File: config.mk
export PLATFORM = sky130hd
export DESIGN_NAME = multicycle_control
export DESIGN_NICKNAME = d
export VERILOG_FILES = /design/src/rtl/legv8_pkg.sv /design/src/rtl/multicycle_control_opcode_classifier.sv /design/src/rtl/multicycle_control.sv
export SDC_FILE = /design/constraint.sdc
export NUM_CORES = 1
export LEC_CHECK = 0
export CAP_MARGIN = 5
export CELL_PAD_IN_SITES_DETAIL_PLACEMENT = 1
export CELL_PAD_IN_SITES_GLOBAL_PLACEMENT = 1
export CORE_AREA = 2 2 80 82
export DETAILED_ROUTE_END_ITERATION = 6
export DIE_AREA = 0 0 82 84
export PLACE_DENSITY_LB_ADDON = 0.1
export SKIP_CTS_REPAIR_TIMING = 1
export SYNTH_ARGS = -nofsm -noshare
export SYNTH_HDL_FRONTEND = slang
export SYNTH_SLANG_ARGS = --single-unit
File: constraint.sdc
create_clock -name clk -period 7.5 [get_ports clk]
set_input_delay 2.25 -clock clk [delete_from_list [all_inputs] [get_ports clk]]
set_output_delay 2.25 -clock clk [all_outputs]
set_load 0.01 [all_outputs]
File: src/rtl/legv8_pkg.sv
// Shared LEGv8 control definitions: opcode constants, ALU-op encoding,
// sequencer states and decoded instruction classes.
package legv8_pkg;

  localparam logic [10:0] OP_ADD  = 11'h458;
  localparam logic [10:0] OP_SUB  = 11'h658;
  localparam logic [10:0] OP_AND  = 11'h450;
  localparam logic [10:0] OP_ORR  = 11'h550;
  localparam logic [10:0] OP_LDUR = 11'h7C2;
  localparam logic [10:0] OP_STUR = 11'h7C0;

  // CBZ matches on opcode[10:3], B on opcode[10:5]
  localparam logic [7:0] CBZ_PREFIX = 8'hB4;
  localparam logic [5:0] B_PREFIX   = 6'h05;

  typedef enum logic [1:0] {
    ALU_ADD    = 2'b00,
    ALU_PASS_B = 2'b01,
    ALU_FUNCT  = 2'b10
  } alu_op_e;

  typedef enum logic [2:0] {
    ST_FETCH,
    ST_DECODE,
    ST_EXECUTE,
    ST_MEMORY,
    ST_WRITEBACK
  } state_e;

  typedef enum logic [2:0] {
    CLS_INVALID,
    CLS_RTYPE,
    CLS_LOAD,
    CLS_STORE,
    CLS_CBZ,
    CLS_B
  } class_e;

endpackage

File: src/rtl/multicycle_control_opcode_classifier.sv
// Purely combinational opcode -> instruction class decode, shared with the
// single-cycle control unit.
module opcode_classifier
  import legv8_pkg::*;
(
  input  logic [10:0] opcode,
  output class_e      cls
);

  always_comb begin
    cls = CLS_INVALID;
    if (opcode == OP_ADD || opcode == OP_SUB || opcode == OP_AND || opcode == OP_ORR)
      cls = CLS_RTYPE;
    else if (opcode == OP_LDUR)
      cls = CLS_LOAD;
    else if (opcode == OP_STUR)
      cls = CLS_STORE;
    else if (opcode[10:3] == CBZ_PREFIX)
      cls = CLS_CBZ;
    else if (opcode[10:5] == B_PREFIX)
      cls = CLS_B;
  end

endmodule

File: src/rtl/multicycle_control.sv
// Multi-cycle LEGv8 sequencer: FETCH/DECODE/EXECUTE/MEMORY/WRITEBACK with
// memory handshakes, per-state strobes and a retired-instruction counter.
//
// state        | meaning
// ST_FETCH     | request instruction, load IR when imem_ready
// ST_DECODE    | latch class; invalid opcodes pulse illegal and refetch
// ST_EXECUTE   | ALU step; branches update PC here
// ST_MEMORY    | load/store held until dmem_ready
// ST_WRITEBACK | register write and PC+4
module multicycle_control
  import legv8_pkg::*;
#(
  parameter int OPCODE_WIDTH = 11,
  parameter int COUNT_WIDTH  = 32
) (
  input  logic                    clk,
  input  logic                    rst,
  input  logic [OPCODE_WIDTH-1:0] opcode,
  input  logic                    alu_zero,
  input  logic                    imem_ready,
  input  logic                    dmem_ready,
  output logic                    imem_req,
  output logic                    ir_write,
  output logic                    reg2_loc,
  output logic                    uncondbranch,
  output logic                    branch,
  output logic                    mem_read,
  output logic                    mem_to_reg,
  output logic [1:0]              alu_op,
  output logic                    mem_write,
  output logic                    alu_src,
  output logic                    reg_write,
  output logic                    pc_write,
  output logic                    pc_src,
  output logic                    illegal,
  output logic [COUNT_WIDTH-1:0]  retired
);

  localparam logic [COUNT_WIDTH-1:0] COUNT_ONE = COUNT_WIDTH'(1);

  state_e state, state_next;
  class_e cls_dec, cls_q;

  opcode_classifier u_classifier (
    .opcode (opcode),
    .cls    (cls_dec)
  );

  always_ff @(posedge clk) begin
    if (rst) begin
      state <= ST_FETCH;
      cls_q <= CLS_INVALID;
    end else begin
      state <= state_next;
      if (state == ST_DECODE) cls_q <= cls_dec;
    end
  end

  always_ff @(posedge clk) begin
    if (rst)           retired <= '0;
    else if (pc_write) retired <= retired + COUNT_ONE;
  end

  always_comb begin
    state_next = state;
    case (state)
      ST_FETCH:  if (imem_ready) state_next = ST_DECODE;
      ST_DECODE: state_next = (cls_dec == CLS_INVALID) ? ST_FETCH : ST_EXECUTE;
      ST_EXECUTE: begin
        case (cls_q)
          CLS_LOAD, CLS_STORE: state_next = ST_MEMORY;
          CLS_RTYPE:           state_next = ST_WRITEBACK;
          default:             state_next = ST_FETCH;
        endcase
      end
      ST_MEMORY: begin
        if (dmem_ready) state_next = (cls_q == CLS_LOAD) ? ST_WRITEBACK : ST_FETCH;
      end
      ST_WRITEBACK: state_next = ST_FETCH;
      default:      state_next = ST_FETCH;
    endcase
  end

  // Outputs are forced low during rst so an abandoned instruction never strobes.
  always_comb begin
    imem_req     = 1'b0;
    ir_write     = 1'b0;
    reg2_loc     = 1'b0;
    uncondbranch = 1'b0;
    branch       = 1'b0;
    mem_read     = 1'b0;
    mem_to_reg   = 1'b0;
    alu_op       = ALU_ADD;
    mem_write    = 1'b0;
    alu_src      = 1'b0;
    reg_write    = 1'b0;
    pc_write     = 1'b0;
    pc_src       = 1'b0;
    illegal      = 1'b0;
    if (!rst) begin
      if (state inside {ST_EXECUTE, ST_MEMORY, ST_WRITEBACK}) begin
        case (cls_q)
          CLS_RTYPE: alu_op = ALU_FUNCT;
          CLS_LOAD: begin
            alu_src    = 1'b1;
            mem_to_reg = 1'b1;
          end
          CLS_STORE: begin
            reg2_loc = 1'b1;
            alu_src  = 1'b1;
          end
          CLS_CBZ: begin
            reg2_loc = 1'b1;
            branch   = 1'b1;
            alu_op   = ALU_PASS_B;
          end
          CLS_B:   uncondbranch = 1'b1;
          default: ;
        endcase
      end
      case (state)
        ST_FETCH: begin
          imem_req = 1'b1;
          ir_write = imem_ready;
        end
        ST_DECODE: illegal = (cls_dec == CLS_INVALID);
        ST_EXECUTE: begin
          if (cls_q == CLS_CBZ) begin
            pc_write = 1'b1;
            pc_src   = alu_zero;
          end else if (cls_q == CLS_B) begin
            pc_write = 1'b1;
            pc_src   = 1'b1;
          end
        end
        ST_MEMORY: begin
          mem_read  = (cls_q == CLS_LOAD);
          mem_write = (cls_q == CLS_STORE);
          pc_write  = (cls_q == CLS_STORE) && dmem_ready;
        end
        ST_WRITEBACK: begin
          reg_write = 1'b1;
          pc_write  = 1'b1;
        end
        default: ;
      endcase
    end
  end

endmodule

; After elaboration in Yosys (flattened, before gate mapping)
; Index checks and enable logic that the tools add are counted.
[word_totals]
regBits = 38
in_bits = 16
out_inout_bits = 47
word_cells = 80
[op_classes]
addsub = 1
eq_ne = 19
n_mux = 47
reduce_logical = 10
[ops]
columns = op, n
row1 = 11-bit equality test (second input constant), 6
row2 = 32-bit by 1-bit adder with 32-bit output (second input constant), 1
row3 = 1-bit 2-to-1 mux, 32
row4 = 3-bit 2-to-1 mux, 8
row5 = 3-bit by 2-bit equality test with 1-bit output (second input constant), 4
row6 = 3-bit one-hot mux with 4 select lines, 1
row7 = 3-bit equality test (second input constant), 3
row8 = 8-bit equality test (second input constant), 1
row9 = 3-bit by 1-bit equality test with 1-bit output (second input constant), 2
row10 = 6-bit by 3-bit equality test with 1-bit output (second input constant), 1
row11 = 3-bit zero test, 2
row12 = 2-bit 2-to-1 mux, 3
row13 = 3-bit one-hot mux with 2 select lines, 1
row14 = 2-bit inequality test (second input constant), 2
row15 = 2-bit one-hot mux with 2 select lines, 1
row16 = 2-bit OR reduction, 2
row17 = 1-bit logical OR, 3
row18 = 1-bit one-hot mux with 3 select lines, 1
row19 = 3-bit nonzero test, 1
row20 = 2-bit AND reduction, 1
row21 = 1-bit logical AND, 1

; Depth between registers and ports, before layout
; Gate-level depths: netlist of run 1.
[logic_depth]
ltp_word = 9
ltp_mapped = 8
mapped_depth_nobuf = 6

; Modules after synthesis
; From an unflattened synthesis of run 1, not the netlist that was laid out.
[unflattened]
cells_unflattened = 264
area_unflattened_um2 = 2173.3
[by_module_without_submodules]
columns = mod, instances, cells_per_inst, area_each_um2, seq_area_each_um2
row1 = multicycle_control, 1, 251, 2052.0, 760.7
row2 = opcode_classifier, 1, 13, 121.4, 0.0

; Worst setup path after synthesis of run 1
; No wires, ideal clock.
[synth_timing]
kind = input port to output port
startpoint = input rst
endpoint = output alu_op[1]
arrival_ps = 3412
t_required_ps = 5250
slack_ps = 1838
cell_stages = 4
n_path_buf = 1
path_cell_list = nor4b_2 -> nor2_1 -> clkbuf_1 -> nor4_1
[synth_between]
elab_chain_cells = 1
[synth_rtl]
columns = element, line_no
row1 = from (decl), multicycle_control.sv:17  ; input logic rst,
row2 = 2-bit 2-to-1 mux, multicycle_control.sv:100  ; if (!rst) begin
row3 = to (decl), multicycle_control.sv:29  ; output logic [1:0] alu_op,
; No other way between the ends.

; Worst setup path after layout of run 1
[layout_timing]
startpoint = input rst
endpoint = output pc_write
[layout_between]
elab_chain_cells = 1
[layout_rtl]
columns = element, line_no
row1 = 1-bit 2-to-1 mux, multicycle_control.sv:100
row2 = to (decl), multicycle_control.sv:33  ; output logic pc_write,
; No other way between the ends.

==> summary.txt, run 1 <==
Run status
  • Outcome: completed

Synthesis
  • Commonest cells post-synth: 38 x dfxtp_1, 25 x nor2_1, 23 x nand2_1
  • Syn avg cell area: between 8 and 9 µm²
  • Unique masters post-synth: between 40 and 50
  • Area leader, netlist: dfxtp_1
  • Net Count, Synth: 276
  • Gate Count Post-Synth: roughly 260
  • Main flop type after synthesis: dfxtp_1
  • Top post-synthesis cells by area: dfxtp_1 35%, xnor2_1 4.5%, nor2_1 4.4%
  • Sequential-to-total area share from yosys stat: between 30% and 40%
  • Mapped Area: 0.00215 mm²
  • Share of the synthesized area in the top cell type: roughly a third
  • Async set or reset register ratio after synthesis: 0%
  • Post-synth EDFFs: 0
  • Syn. warnings: 0
  • Flops & latches, synth: 38
  • Most numerous cell in the Yosys netlist: dfxtp_1

Clock network
  • CTS Buffer Depth: 2
  • CTS clock-pin slew for the worst setup and hold paths: 0.08 ns
  • Clock sink total: 38
  • Root Driver: clkbuf_8
  • Clock insertion delay at the later pin of the skew report: 0.29 ns
  • CTS Buf Count: 5
  • H-tree Lvls: 2
  • CTS tree: built

Critical path
  • Worst path max stage delay: about 0.78 ns
  • Crit path arrival time: 4.71 ns
  • CP Max Fanout: 13
  • WP buf/inv: 3
  • Worst setup path class: in2out
  • Critical path's top delay family: buffers and inverters
  • Startpoint types: input pin
  • Crit end category: primary output
  • Crit-path cells: clkdlybuf4s50_1, nor3b_1, o21bai_1, a21o_1, inv_1, clkdlybuf4s50_1
  • WP data required: 5.25 ns
  • CP max stage cell: o21bai_1
  • Most frequent CP cell: clkdlybuf4s50_1

Timing
  • Setup TNS: 0 ns
  • Final Hold Viols: 0
  • RSZ-0062 raised after global routing: no
  • Maximum clock frequency: between 100 and 150 MHz
  • Worst slew margin: between 30% and 40%
  • Period utilization: 92.7%
  • Final Setup Violations: 0
  • Worst Skew: 0.00358 ns
  • Final slew viol count: 0
  • Final WS setup: between 0.5 and 0.6 ns
  • Least-Margin Pin Slew: between 1 and 1.5 ns
  • Fin crit period: 6.96 ns

Hold path
  • Min-delay worst type: reg2reg

Global routing
  • Antenna violations before repair: 0
  • Overflow after GRT: 0
  • Largest net degree at the start of global routing: 21
  • Number of global-route vias before repair: 2192
  • First-pass GRT wire length: a little over 10000 µm
  • GRT Total Usage: 18.6%

Power and ir drop
  • VDD IR max: 0.0798 mV
  • Leakage power: 0.917 nW
  • Overall Power: a little over 400 µW
  • Power per standard cell area: 137 mW/mm²

Cells and area
  • Number of fill cells: roughly 730
  • Fin area: 0.00294 mm²
  • Post-layout nets: 333
  • Multi-input logic area: 0.00129 mm²
  • Register Area: 761 µm²
  • Share of cells above drive strength 1: 7.26%
  • Area delta synth->final: 36.6%
  • ANT cells: 0

Routing
  • DR vias: 2198
  • Routed Wire Length: roughly 6000 µm
  • Residual DRC: 0
  • 1st-iter DRT viols: between 60 and 70
  • Vias per cell: between 5 and 6
  • Antenna viol nets, final: 0
  • TritonRoute pass-1 iters: 4
  • WL/cell: 15.5 µm

Placement
  • Dpl ws: 0.534 ns
  • Hpwl dp: 4440 µm
  • I/O Buffers: 62
  • Placed cell areas: 0.00284 mm²
  • Gpl congestion: between 0.7 and 0.8

Job
  • Max-cap violations: 0

Floorplan
  • Die H: 84 µm
  • I/O Pins: 63
  • Starting density of the core: 35.3%
  • # rows: 29
  • Die width: 82 µm
  • Die ar.: 0.00689 mm²
  • Placeable Area: a little over 0.006 mm²
[worst min-delay path, stage by stage (launching register included)]
cell     delay, ns
dfxtp_1       0.34
o31ai_1       0.07
a21oi_1       0.05
[logic make-up after synthesis]
family | synth area share [%]
XOR/XNOR | 4.47
flip-flops | 35.3
AND/OR/NAND/NOR | 32.9
buffers and inverters | 4.70
multiplexers | 4.36
AO/OA/AOI/OAI | 17.7
adder cells (fa/ha/maj) | 0.581
[cell usage in the layout (no fill, tap or decap), drive strengths merged, types with 3 or more instances in the layout]
cell / n
or3: 4
nor2: 25
nand2b: 3
xnor2: 11
o211ai: 6
nand3b: 3
nor3b: 3
mux2: 3
nand3: 10
mux2i: 6
nand4: 10
clkdlybuf4s50: 62
nand2: 23
nor4b: 3
a2111oi: 9
a21oi: 15
nor3: 7
dfxtp: 38
nor2b: 4
buf: 5
clkbuf: 7
o21ai: 3
and4: 4
inv: 8
nor4: 4
or4: 13
o31ai: 5
[flip-flops by register name, indices dropped and copies added, names as in the netlist]
register,flops
cls_q,3
state,3
retired,32
[worst paths after layout]
path                             from  slack, ns                  endpoint  depth (start not counted)
max                               rst       0.54                  pc_write                          6
min          retired[16]$_SDFFE_PP0P_       0.50  retired[16]$_SDFFE_PP0P_                          2
max reg2reg     state[1]$_SDFFE_PP0P_       5.04  retired[18]$_SDFFE_PP0P_                          6
min reg2reg  retired[16]$_SDFFE_PP0P_       0.50  retired[16]$_SDFFE_PP0P_                          2
[power breakdown]
| part | total (mW) | switching (mW) | internal (mW) |
|---|---|---|---|
| Sequential | 0.204 | 0.00211 | 0.202 |
| Combinational | 0.0242 | 0.0112 | 0.0130 |
| Clock | 0.176 | 0.0765 | 0.0997 |
| Total | 0.405 | 0.0898 | 0.315 |
[per-stage QoR]
step                hold slack [ns]  cells  util (%)
finish                        0.504    394      48.3
CTS                           0.509    394      48.3
floorplan                     0.504    259         -
global route                  0.543    394      48.3
global placement              0.481    386      46.6
detailed placement            0.497    386      46.6
[area by class of cell]
type | count | area share [%]
multi-input cells | 196 | 43.9
clock inverters | 1 | 1.02
repair buffers | 67 | 22.4
flip-flops and latches | 38 | 25.8
clock buffers | 7 | 2.59
inverters | 8 | 1.02
well taps | 77 | 3.27
[layer usage]
metal  global-route usage, %  wire length (µm)  up-vias
met2                    31.8              3050       39
met3                    3.25               172        5
met5                       0                 0        -
met1                    24.7              2840     1069
met4                    2.73                36        0
li1                        -                 -     1085
(Power assumes the default switching activity.)
==> run 2: changes to the inputs <==
--- a/config.mk
+++ b/config.mk
@@ -8,9 +8,9 @@
 export CAP_MARGIN = 5
 export CELL_PAD_IN_SITES_DETAIL_PLACEMENT = 1
 export CELL_PAD_IN_SITES_GLOBAL_PLACEMENT = 1
-export CORE_AREA = 2 2 80 82
+export CORE_AREA = 2 2 68 96
 export DETAILED_ROUTE_END_ITERATION = 6
-export DIE_AREA = 0 0 82 84
+export DIE_AREA = 0 0 70 98
 export PLACE_DENSITY_LB_ADDON = 0.1
 export SKIP_CTS_REPAIR_TIMING = 1
 export SYNTH_ARGS = -nofsm -noshare
==> run 2 against run 1 <==
  * Clock power down 21%
  * Worst setup slack better by 0.22 ns
  * Maximum frequency up 3.3%
  * Critical path depth up 1
  * First-iteration DRC count up 19%
  * Register-to-register slack worse by 0.04 ns
  * Largest power group unchanged
  * Highest routed layer unchanged
==> summary.txt, run 2 (synthesis gave the netlist of run 1 again) <==
Floorplan
  • Placeable Area: 0.00604 mm²
  • Die ar.: 0.00686 mm²
  • Die width: ~70 µm
  • # rows: 34
  • Die H: 98 µm
  • Starting density of the core: a little over a third
  • I/O Pins: 63

Critical path
  • Crit end category: primary output
  • Crit-path cells: clkdlybuf4s50_1, nor4b_2, nor2_1, buf_4, a21o_1, inv_1, clkdlybuf4s50_1
  • Startpoint types: input pin
  • CP max stage cell: clkdlybuf4s50_1
  • Worst setup path class: in2out
  • Crit path arrival time: 4.48 ns
  • Worst path max stage delay: 0.65 ns
  • Critical path's top delay family: buffers and inverters
  • WP data required: 5.25 ns
  • WP buf/inv: 4
  • Most frequent CP cell: clkdlybuf4s50_1
  • CP Max Fanout: 16

Clock network
  • Clock sink total: 38
  • CTS tree: built
  • H-tree Lvls: 2
  • CTS Buffer Depth: 2
  • Clock insertion delay at the later pin of the skew report: 0.28 ns
  • CTS clock-pin slew for the worst setup and hold paths: roughly 0.070 ns
  • Root Driver: clkbuf_8
  • CTS Buf Count: 5

Placement
  • Gpl congestion: 0.731
  • Placed insts: approximately 380
  • Hpwl dp: 4520 µm
  • I/O Buffers: 62

Timing
  • Final Hold Viols: 0
  • Fin crit period: 6.73 ns
  • Period utilization: 89.8%
  • Maximum clock frequency: 149 MHz
  • Final slew viol count: 0
  • Worst Skew: about 0.0034 ns
  • Least-Margin Pin Slew: 0.595 ns
  • Final Setup Violations: 0
  • Worst slew margin: about three fifths
  • Setup TNS: 0 ns
  • RSZ-0062 raised after global routing: no

Power and ir drop
  • Power per standard cell area: approximately 130 mW/mm²
  • Leakage power: ~0.91 nW
  • VDD IR max: between 0.06 and 0.07 mV

Global routing
  • Overflow after GRT: 0
  • Largest net degree at the start of global routing: 31
  • Number of global-route vias before repair: 2177
  • GRT Total Usage: 18.1%
  • Antenna violations before repair: 0
  • First-pass GRT wire length: 10400 µm

Routing
  • 1st-iter DRT viols: 74
  • TritonRoute pass-1 iters: 4
  • WL/cell: 15.5 µm
  • DR vias: 2206
  • Residual DRC: 0
  • Antenna viol nets, final: 0
  • Vias per cell: between 5 and 6
  • Routed Wire Length: approximately 6000 µm

Cells and area
  • Final Non-Filler Cells: between 300 and 400
  • Register name with the most flops: retired
  • Commonest non-fill, non-tap cell in the layout: clkdlybuf4s50_1
  • Max reg flops: 32
  • ANT cells: 0
  • Share of cells above drive strength 1: roughly 7.6%
  • Area delta synth->final: 35.6%
  • Post-layout nets: 334
  • Most frequent cells in the layout: 62 x clkdlybuf4s50_1, 38 x dfxtp_1, 25 x nor2_1
  • Largest regs: retired (32), cls_q (3), state (3)
  • Finished Core Util: 48.4%

Job
  • Max-cap violations: 0

Hold path
  • Min-delay worst type: reg2reg

Run status
  • Outcome: completed
==> run 2: changes by cell type in the layout (fill, tap and decap cells not counted) <==
| cell | change |
|---|---|
| clkbuf_1 | -2 |
| bufinv_16 | -1 |
| buf_4 | +1 |
| clkbuf_8 | +1 |
==> run 2: worst register-to-register path, delay by kind of cell, from the launching register on <==
family,cells,cell delay (ns)
AND/OR/NAND/NOR,3,1.17
flip-flops,1,0.48
AO/OA/AOI/OAI,1,0.38
multiplexers,1,0.37
==> run 2: report_power, final <==
group | internal, mW | total (mW) | switching [mW] | leakage, nW
registers | 0.202 | 0.204 | 0.00196 | 0.306
logic | 0.0126 | 0.0238 | 0.0111 | 0.562
clock network | 0.0709 | 0.139 | 0.0680 | 0.0431
==> run 2: per-stage QoR <==
step | hold WS [ns] | area, µm² | worst slack [ns] | power, mW
2_1_floorplan | 0.504 | 2150 | 1.84 | 0.219
3_3_place_gp | 0.476 | 2840 | 0.812 | 0.233
3_5_place_dp | 0.500 | 2840 | 0.764 | 0.233
4_1_cts | 0.510 | 2920 | 0.738 | 0.372
5_1_grt | 0.538 | 2920 | 0.612 | 0.386
6_report | 0.504 | 2920 | 0.768 | 0.367
==> run 2: per-layer routing <==
metal  routed length [µm]  global-route usage (%)
met1                 2600                    21.8
met2                 3100                    32.0
met3                  229                    3.30
met4                   82                    6.21
met5                    0                       0
==> run 2: worst paths after layout <==
path | from | end | slack [ns] | depth (start not counted)
setup / recovery | rst | pc_write | 0.77 | 7
hold / removal | retired[16]$_SDFFE_PP0P_ | retired[16]$_SDFFE_PP0P_ | 0.50 | 2
setup reg to reg | retired[3]$_SDFFE_PP0P_ | retired[28]$_SDFFE_PP0P_ | 5.00 | 5
hold reg to reg | retired[16]$_SDFFE_PP0P_ | retired[16]$_SDFFE_PP0P_ | 0.50 | 2
==> run 2: layout make-up <==
class	count	area, µm²
fill	744	3120
tap	72	90.1
multi-input combinational	196	1290
inverter	8	30.0
sequential	38	761
clock buffer	6	82.6
timing repair buffer	68	666
==> run 3: changes to the inputs <==
--- a/config.mk
+++ b/config.mk
@@ -9,6 +9,7 @@
 export CELL_PAD_IN_SITES_DETAIL_PLACEMENT = 1
 export CELL_PAD_IN_SITES_GLOBAL_PLACEMENT = 1
 export CORE_AREA = 2 2 68 96
+export CTS_BUF_LIST = sky130_fd_sc_hd__clkbuf_16
 export DETAILED_ROUTE_END_ITERATION = 6
 export DIE_AREA = 0 0 70 98
 export PLACE_DENSITY_LB_ADDON = 0.1
==> run 3 against run 2 <==
  * Clock power grew 39%
  * Routed wire length grew 0.57%
  * Sequential share of layout area shrank 0.41 points
  * Non-clock buffer count is the same
  * Power grew 15%
  * Count of clock-buffer cells in the layout shrank 1
  * Die area is the same
  * Worst hold slack lost 0.0026 ns
  * Sequential power is essentially flat
  * Critical path type unchanged
  * Critical endpoint unchanged
==> summary.txt, run 3 (synthesis gave the netlist of run 1 again) <==
Run status
  • Outcome: completed

Hold path
  • Hold Path Origin: retired[16]$_SDFFE_PP0P_
  • Hold Path End: retired[16]$_SDFFE_PP0P_
  • Min-delay worst type: reg2reg
  • Hold path depth: 2

Routing
  • DR vias: 2200
  • Routed Wire Length: just over 6000 µm
  • Antenna viol nets, final: 0
  • 1st-iter DRT viols: 48
  • WL/cell: between 15 and 20 µm
  • TritonRoute pass-1 iters: 4
  • Residual DRC: 0
  • Vias per cell: between 5 and 6

Power and ir drop
  • Power per standard cell area: roughly 140 mW/mm²
  • VDD IR max: between 0.08 and 0.09 mV
  • Leakage power: 0.931 nW

Placement
  • Hpwl dp: 4520 µm
  • I/O Buffers: 62
  • Gpl congestion: ~0.73
  • Placed insts: 382

Cells and area
  • Post-layout nets: 334
  • Share of cells above drive strength 1: ~7.3%
  • Largest regs: retired (32), cls_q (3), state (3)
  • Most frequent cells in the layout: 62 x clkdlybuf4s50_1, 38 x dfxtp_1, 25 x nor2_1
  • Finished Core Util: 49.1%
  • Commonest non-fill, non-tap cell in the layout: clkdlybuf4s50_1
  • Register name with the most flops: retired
  • Number of fill cells: approximately 740
  • Max reg flops: 32
  • Area delta synth->final: 37.7%
  • ANT cells: 0
  • Final Non-Filler Cells: around 390

Timing
  • Final Setup Violations: 0
  • Setup TNS: 0 ns
  • Final slew viol count: 0
  • Worst slew margin: 59.0%
  • Maximum clock frequency: approximately 150 MHz
  • Least-Margin Pin Slew: 0.599 ns
  • Period utilization: 89.6%
  • Worst Skew: 0.00195 ns
  • Fin crit period: approximately 6.7 ns
  • Final Hold Viols: 0
  • Fin Hold WS: 0.501 ns
  • RSZ-0062 raised after global routing: no

Floorplan
  • Die H: 98 µm
  • # rows: 34
  • I/O Pins: 63
  • Die ar.: 0.00686 mm²
  • Die width: about 70 µm
  • Placeable Area: 0.00604 mm²
  • Starting density of the core: about 36%

Global routing
  • Antenna violations before repair: 0
  • Largest net degree at the start of global routing: 31
  • GRT Total Usage: 18.2%
  • First-pass GRT wire length: 10300 µm
  • Overflow after GRT: 0
  • Number of global-route vias before repair: 2145

Clock network
  • Root Driver: clkbuf_16
  • CTS Buffer Depth: 2
  • H-tree Lvls: 2
  • CTS clock-pin slew for the worst setup and hold paths: 0.05 ns
  • CTS Buf Count: 5
  • Clock sink total: 38
  • Clock insertion delay at the later pin of the skew report: about 0.27 ns
  • CTS tree: built

Critical path
  • WP data required: between 5 and 6 ns
  • Startpoint types: input pin
  • Worst reg2reg path depth: 5
  • Crit end category: primary output
  • Most frequent CP cell: clkdlybuf4s50_1
  • Launching point of the worst reg2reg path: retired[3]$_SDFFE_PP0P_
  • Crit-path cells: clkdlybuf4s50_1, nor4b_2, nor2_1, buf_4, a21o_1, inv_1, clkdlybuf4s50_1
  • RR Endpoint: retired[28]$_SDFFE_PP0P_
  • CP Max Fanout: 16
  • Worst setup path class: in2out
  • Worst path max stage delay: 0.64 ns
  • WP buf/inv: 4
  • Critical path's top delay family: buffers and inverters
  • CP max stage cell: clkdlybuf4s50_1
  • Crit path arrival time: 4.47 ns
  • R2R Setup Slk: 4.98 ns

Job
  • Max-cap violations: 0
-- run 3: changes by cell type in the layout (fill, tap and decap cells not counted) --
| cell | before | now |
|---|---|---|
| clkbuf_8 | 6 | 0 |
| clkbuf_16 | 0 | 5 |
| clkinv_1 | 0 | 1 |
-- run 3: where the power goes --
group | switching (mW) | internal (mW)
clock network | 0.0748 | 0.118
logic | 0.0111 | 0.0126
registers | 0.00198 | 0.203
total | 0.0879 | 0.333
-- run 3: final cells by class --
class                   instances  area, µm²  area share, %
multi-input cells             196       1290           43.5
flip-flops and latches         38        761           25.6
repair buffers                 68        666           22.4
clock buffers                   5        125           4.22
well taps                      72       90.1           3.04
inverters                       8       30.0           1.01
clock inverters                 1       3.75          0.126
-- run 3: how the worst max path moves through the flow --
stage / start / to / slack, ns / cells after the start
3_3_place_gp: rst / pc_write / 0.81 / 7
2_1_floorplan: rst / alu_op[1] / 1.84 / 4
3_5_place_dp: rst / pc_write / 0.76 / 7
4_1_cts: rst / pc_write / 0.76 / 7
5_1_grt: rst / pc_write / 0.63 / 7
6_report: rst / pc_write / 0.78 / 7
-- run 3: routing by layer --
| layer | routed length, µm | GRT usage [%] |
|---|---|---|
| met5 | 0 | 0 |
| met4 | 80 | 5.92 |
| met3 | 206 | 3.30 |
| met2 | 3110 | 32.2 |
| met1 | 2650 | 22.0 |
-- run 3: per-stage QoR --
step                setup slack, ns  cell area [µm²]  power, mW
finish                        0.781             2970      0.421
detailed placement            0.764             2840      0.233
CTS                           0.757             2970      0.428
global placement              0.812             2840      0.233
global route                  0.629             2970      0.440
floorplan                      1.84             2150      0.219
-- run 3: worst reg2reg max path, stage by stage, from the launching register on --
cell and delay, ns:
dfxtp_1 0.48, nand4_2 0.21, or4_1 0.75, a211o_4 0.38, nor3_1 0.23, mux2_2 0.37
==> RTL change 1, RTL diff (config.mk and constraints of run 1) <==
Encoding of `class_e`: now one-hot (6 bits for 6 values).
--- a/src/rtl/legv8_pkg.sv
+++ b/src/rtl/legv8_pkg.sv
@@ -27,13 +27,13 @@
     ST_WRITEBACK
   } state_e;
 
-  typedef enum logic [2:0] {
-    CLS_INVALID,
-    CLS_RTYPE,
-    CLS_LOAD,
-    CLS_STORE,
-    CLS_CBZ,
-    CLS_B
+  typedef enum logic [5:0] {
+    CLS_INVALID = 6'b000001,
+    CLS_RTYPE   = 6'b000010,
+    CLS_LOAD    = 6'b000100,
+    CLS_STORE   = 6'b001000,
+    CLS_CBZ     = 6'b010000,
+    CLS_B       = 6'b100000
   } class_e;
 
 endpackage
Formal check against the unedited RTL: same outputs for any inputs over 10 cycles, from zero or initial values and one cycle with rst high; not proved beyond that.
==> RTL change 1 against run 1 <==
Total power rose by 2.1%; synthesized cell count rose by 8.9%; highest routed layer unchanged; synthesized area rose by 15%; routed wire length rose by 11%; via count rose by 5.6%; combinational power rose by 4%; cell area rose by 10%; sequential cell count rose by 3; count of clock-buffer cells in the layout did not move; largest cell class unchanged; critical path depth did not move; register-to-register slack improved by 0.07 ns; setup slack improved by 0.30 ns.
==> RTL change 1: results (changes against run 1) <==
{| class="wikitable"
! Metric !! Value
|-
| Per-instance average area after synthesis || 8.81 µm² (+5.9%)
|-
| Placed inst area || 3150 µm² (+11%)
|-
| Fill count || 729 (-0.27%)
|-
| Endpoint of the most critical register-to-register path || retired[19]$_SDFFE_PP0P_
|-
| Fraction of the yosys area taken by sequential cells || 33.0% (-2.3 points)
|-
| Via count || 2321 (+5.6%)
|-
| Combinational-cell power consumption || 0.0252 mW (+4%)
|-
| Worst slew slack as a fraction of its limit || 41.9% (+12 points)
|-
| Placed Instances || 409 (+6.0%)
|-
| Most used standard cells in the synthesized netlist || 41 x sky130_fd_sc_hd__dfxtp_1, 33 x sky130_fd_sc_hd__nor2_1, 29 x sky130_fd_sc_hd__nand2_1
|-
| RR Startpoint || retired[7]$_SDFFE_PP0P_
|-
| Per-cell routed wire length || 16.3 µm (+5.2%)
|-
| Avg Vias per Cell || 5.57 (-0.23%)
|-
| Fraction of synthesized area in multiplexers || 1.21% (-3.1 points)
|-
| Final worst path period need || 6.66 ns (-0.299 ns)
|-
| Outcome || finished clean
|-
| Critical path arrival || 4.41 ns (-0.30 ns)
|-
| Clk network pwr share || 40.7% (-2.8 points)
|-
| Met1 track demand over resource in global routing || 30.0% (+5.3 points)
|-
| Last weighted congestion value of the routability-driven placer || 0.808 (+5.6%)
|-
| R2R Setup Slk || 5.11 ns (+0.07 ns)
|-
| Depth of the worst register-to-register path || 5 (-1)
|-
| Number of nets in the layout || 356 (+6.9%)
|-
| Initial DRC Count || 84 (+35%)
|-
| Met2 global-route usage || 35.8% (+4.1 points)
|-
| CP max stage delay || 0.59 ns (-0.19 ns)
|-
| Met3 Track Usage GR || 3.68% (+0.43 points)
|-
| Highest net fanout along the worst path || 20 (+7)
|-
| Net switching power figure || 0.0969 mW (+7.9%)
|-
| Global-route total usage across every layer || 21.8% (+3.1 points)
|-
| Length of routed met2 wiring || 3.30 mm (+8.2%)
|-
| Worst Clk Skew || 0.00758 ns (+0.00400 ns)
|-
| Ranking of synthesized cells by area || sky130_fd_sc_hd__dfxtp_1 33%, sky130_fd_sc_hd__xnor2_1 8.1%, sky130_fd_sc_hd__a2111oi_4 6.6%
|-
| P_leak || 1.02 nW (+11%)
|-
| Global-route wire length before repair || 12.0 mm (+16%)
|-
| Area share of xor/xnor cells in the synthesized design || 9.16% (+4.7 points)
|-
| Adder-cell area share of the yosys netlist || 0.504% (-0.077 points)
|-
| Largest registers in the final layout || retired: 32 flops, cls_q: 6 flops, state: 3 flops
|-
| Dpl hpwl || 5.15 mm (+16%)
|-
| Critical hold path startpoint || retired[30]$_SDFFE_PP0P_
|-
| Crit path max-delay cell type || sky130_fd_sc_hd__clkdlybuf4s50_1
|-
| Worst slack at placement || 0.837 ns (+0.303 ns)
|-
| Met1 Wirelength || 3.22 mm (+13%)
|}
==> RTL change 1: cell types whose count changed in the layout (fill, tap and decap cells not counted), moves of 4 or more <==
cell,run 1,this run
sky130_fd_sc_hd__xnor2_1,11,23
sky130_fd_sc_hd__a2111oi_0,7,0
sky130_fd_sc_hd__and2_1,1,5
sky130_fd_sc_hd__nor2_1,25,33
sky130_fd_sc_hd__o211ai_1,6,1
sky130_fd_sc_hd__nand2_1,23,29
sky130_fd_sc_hd__and3_1,2,6
sky130_fd_sc_hd__or4_1,12,4
sky130_fd_sc_hd__nand4_1,9,4
sky130_fd_sc_hd__a2111oi_4,0,6
==> RTL change 1: area by class of cell <==
class                           instances  area share, %
Inverter                                7          0.808
Clock buffer                            7           2.96
Tap cell                               77           2.96
Multi-Input combinational cell        218           47.8
Timing Repair Buffer                   66           20.0
Clock inverter                          1          0.269
Sequential cell                        41           25.2
==> RTL change 2, RTL diff (config.mk and constraints of run 1) <==
Without the edit above. The parameter `COUNT_WIDTH` goes from 32 to 48.
--- a/src/rtl/multicycle_control.sv
+++ b/src/rtl/multicycle_control.sv
@@ -11,7 +11,7 @@
   import legv8_pkg::*;
 #(
   parameter int OPCODE_WIDTH = 11,
-  parameter int COUNT_WIDTH  = 32
+  parameter int COUNT_WIDTH  = 48
 ) (
   input  logic                    clk,
   input  logic                    rst,
Ports: changed (resized retired); port bits go from 63 to 79. No check against the original RTL was run, so the function may have changed too.
==> RTL change 2 against run 1 <==
Cell area is 34% higher; critical path depth did not move; sequential share of layout area increased by 1.7 points; die area unchanged; sequential cell count grew 16; largest cell class unchanged; sequential power up 42%; synthesized area grew 41%; total power grew 24%; largest power group unchanged; setup slack improved by 0.65 ns; count of clock-buffer cells in the layout did not move; via count up 51%; routed wire length grew 67%; register-to-register slack worse by 0.43 ns.
==> RTL change 2: results (changes against run 1) <==
{| class="wikitable"
! Metric !! Value
|-
| Initial DRC Count || 180 (+190%)
|-
| Worst-path clk slew || 0.10 ns (+0.02 ns)
|-
| Per-cell routed wire length || 19.3 µm (+25%)
|-
| Required time at the worst-slack endpoint || 5.25 ns (about the same)
|-
| Fraction of the yosys area taken by sequential cells || 35.7% (+0.38 points)
|-
| P_leak || 1.17 nW (+27%)
|-
| Dpl hpwl || 6.73 mm (+52%)
|-
| Via count || 3316 (+51%)
|-
| Number of antenna violations at the first check in global routing || 0 (unchanged)
|-
| Number of nets in the layout || 465 (+40%)
|-
| Outcome || finished clean
|-
| Worst slack at placement || 1.19 ns (+0.655 ns)
|-
| Max VDD drop || 0.0000920 V (+15%)
|-
| Antenna diode count || 0 (unchanged)
|-
| R2R Setup Slk || 4.61 ns (-0.43 ns)
|-
| YS warnings || 0 (unchanged)
|-
| Highest net fanout along the worst path || 4 (-9)
|-
| Fraction of registers with async set/reset || 0% (unchanged)
|-
| Root Buffer Master || sky130_fd_sc_hd__clkbuf_8
|-
| Most used standard cells in the synthesized netlist || 54 x sky130_fd_sc_hd__dfxtp_1, 41 x sky130_fd_sc_hd__a21oi_1, 33 x sky130_fd_sc_hd__nand2_1
|-
| Largest registers in the final layout || retired: 48 flops, cls_q: 3 flops, state: 3 flops
|-
| Ranking of synthesized cells by area || sky130_fd_sc_hd__dfxtp_1 36%, sky130_fd_sc_hd__a21oi_1 6.8%, sky130_fd_sc_hd__o21ai_0 4.3%
|-
| Crit path max-delay cell type || sky130_fd_sc_hd__clkdlybuf4s50_1
|-
| Bufs on Longest Clock Path || 2 (unchanged)
|-
| Last weighted congestion value of the routability-driven placer || 0.865 (+13%)
|-
| Worst slew slack as a fraction of its limit || 33.7% (+3.4 points)
|-
| CP max stage delay || 0.51 ns (-0.27 ns)
|-
| Largest net degree at the start of global routing || 51 (+140%)
|-
| Number of search-and-repair iterations in the first detailed-routing pass || 4 (unchanged)
|-
| Fraction of final layout cells sized beyond drive strength 1 || 5.57% (-1.7 points)
|-
| Number of distinct library cells after synthesis || 57 (+16%)
|-
| Delay-heaviest family, CP || buffers and inverters
|-
| Post-Synthesis Net Count || 396 (+43%)
|-
| Global-route total usage across every layer || 30.1% (+11 points)
|-
| Clock latency of the later-clocked register in the worst-skew pair || 0.32 ns (+0.03 ns)
|-
| Buffers added on ports || 78 (+26%)
|-
| Tightest hold margin || 0.505 ns (+0.000655 ns)
|-
| Worst Clk Skew || 0.0154 ns (+0.0118 ns)
|-
| CTS HTree Levels || 2 (unchanged)
|-
| Number of buffers inserted during clock tree synthesis || 5 (unchanged)
|-
| Switching power share of the total || 23.3% (+1.1 points)
|-
| Global-route wire length before repair || 16.5 mm (+59%)
|-
| Critical path arrival || 4.05 ns (-0.66 ns)
|-
| Class of the worst hold path || flop to flop
|-
| Fill count || 760 (+4.0%)
|}
==> RTL change 2: final cells by class <==
type / instances / area, µm² / area share, %
clock inverter: 1 / 8.76 / 0.223
inverter: 11 / 41.3 / 1.05
clock buffer: 7 / 96.3 / 2.45
sequential: 54 / 1080 / 27.5
multi-input combinational: 295 / 1810 / 45.9
timing repair buffer: 81 / 802 / 20.4
tap: 77 / 96.3 / 2.45
==> RTL change 2: final timing paths <==
check,from,end,cells past startpoint
setup / recovery,opcode[10],illegal,6
hold / removal,retired[24]$_SDFFE_PP0P_,retired[24]$_SDFFE_PP0P_,2
hold reg to reg,retired[24]$_SDFFE_PP0P_,retired[24]$_SDFFE_PP0P_,2
setup reg to reg,state[0]$_SDFFE_PP0P_,retired[41]$_SDFFE_PP0P_,5
==> RTL change 2: kinds of logic after synthesis <==
logic type | Yosys count | share of synthesized area, %
AO/OA/AOI/OAI | 94 | 18.4
XOR/XNOR | 6 | 1.73
adder cells (fa/ha/maj) | 1 | 0.413
buffers and inverters | 30 | 4.67
flip-flops | 54 | 35.7
multiplexers | 8 | 2.85
AND/OR/NAND/NOR | 186 | 36.3
==> RTL change 2: layer usage <==
| metal | vias to the layer above | routed length [µm] | GRT usage, % | share of wire [%] |
|---|---|---|---|---|
| met2 | 95 | 5200 | 52.7 | 51 |
| met4 | 0 | 137 | 7.73 | 1.3 |
| li1 | 1566 | - | - | - |
| met1 | 1638 | 4400 | 37.6 | 43 |
| met5 | - | 0 | 0 | 0 |
| met3 | 17 | 432 | 4.65 | 4.3 |
==> RTL change 2: worst register-to-register path, delay by kind of cell (launching register included) <==
family           cells  cell delay [ns]
AND/OR/NAND/NOR      3             1.03
AO/OA/AOI/OAI        1             0.81
flip-flops           1             0.59
multiplexers         1             0.38
==> RTL change 2: power by group through the flow <==
stage / Combinational (mW) / Clock, mW / Sequential [mW]
detailed placement: 0.0247 / 0 / 0.296
finish: 0.0256 / 0.187 / 0.289
global route: 0.0275 / 0.199 / 0.290
floorplan: 0.0130 / 0 / 0.294
CTS: 0.0254 / 0.190 / 0.289
global placement: 0.0239 / 0 / 0.296
==> RTL change 2: stage by stage <==
step,cell area (µm²),instances
floorplan,3030,379
global placement,3820,517
detailed placement,3820,517
CTS,3920,525
global route,3930,526
finish,3930,526
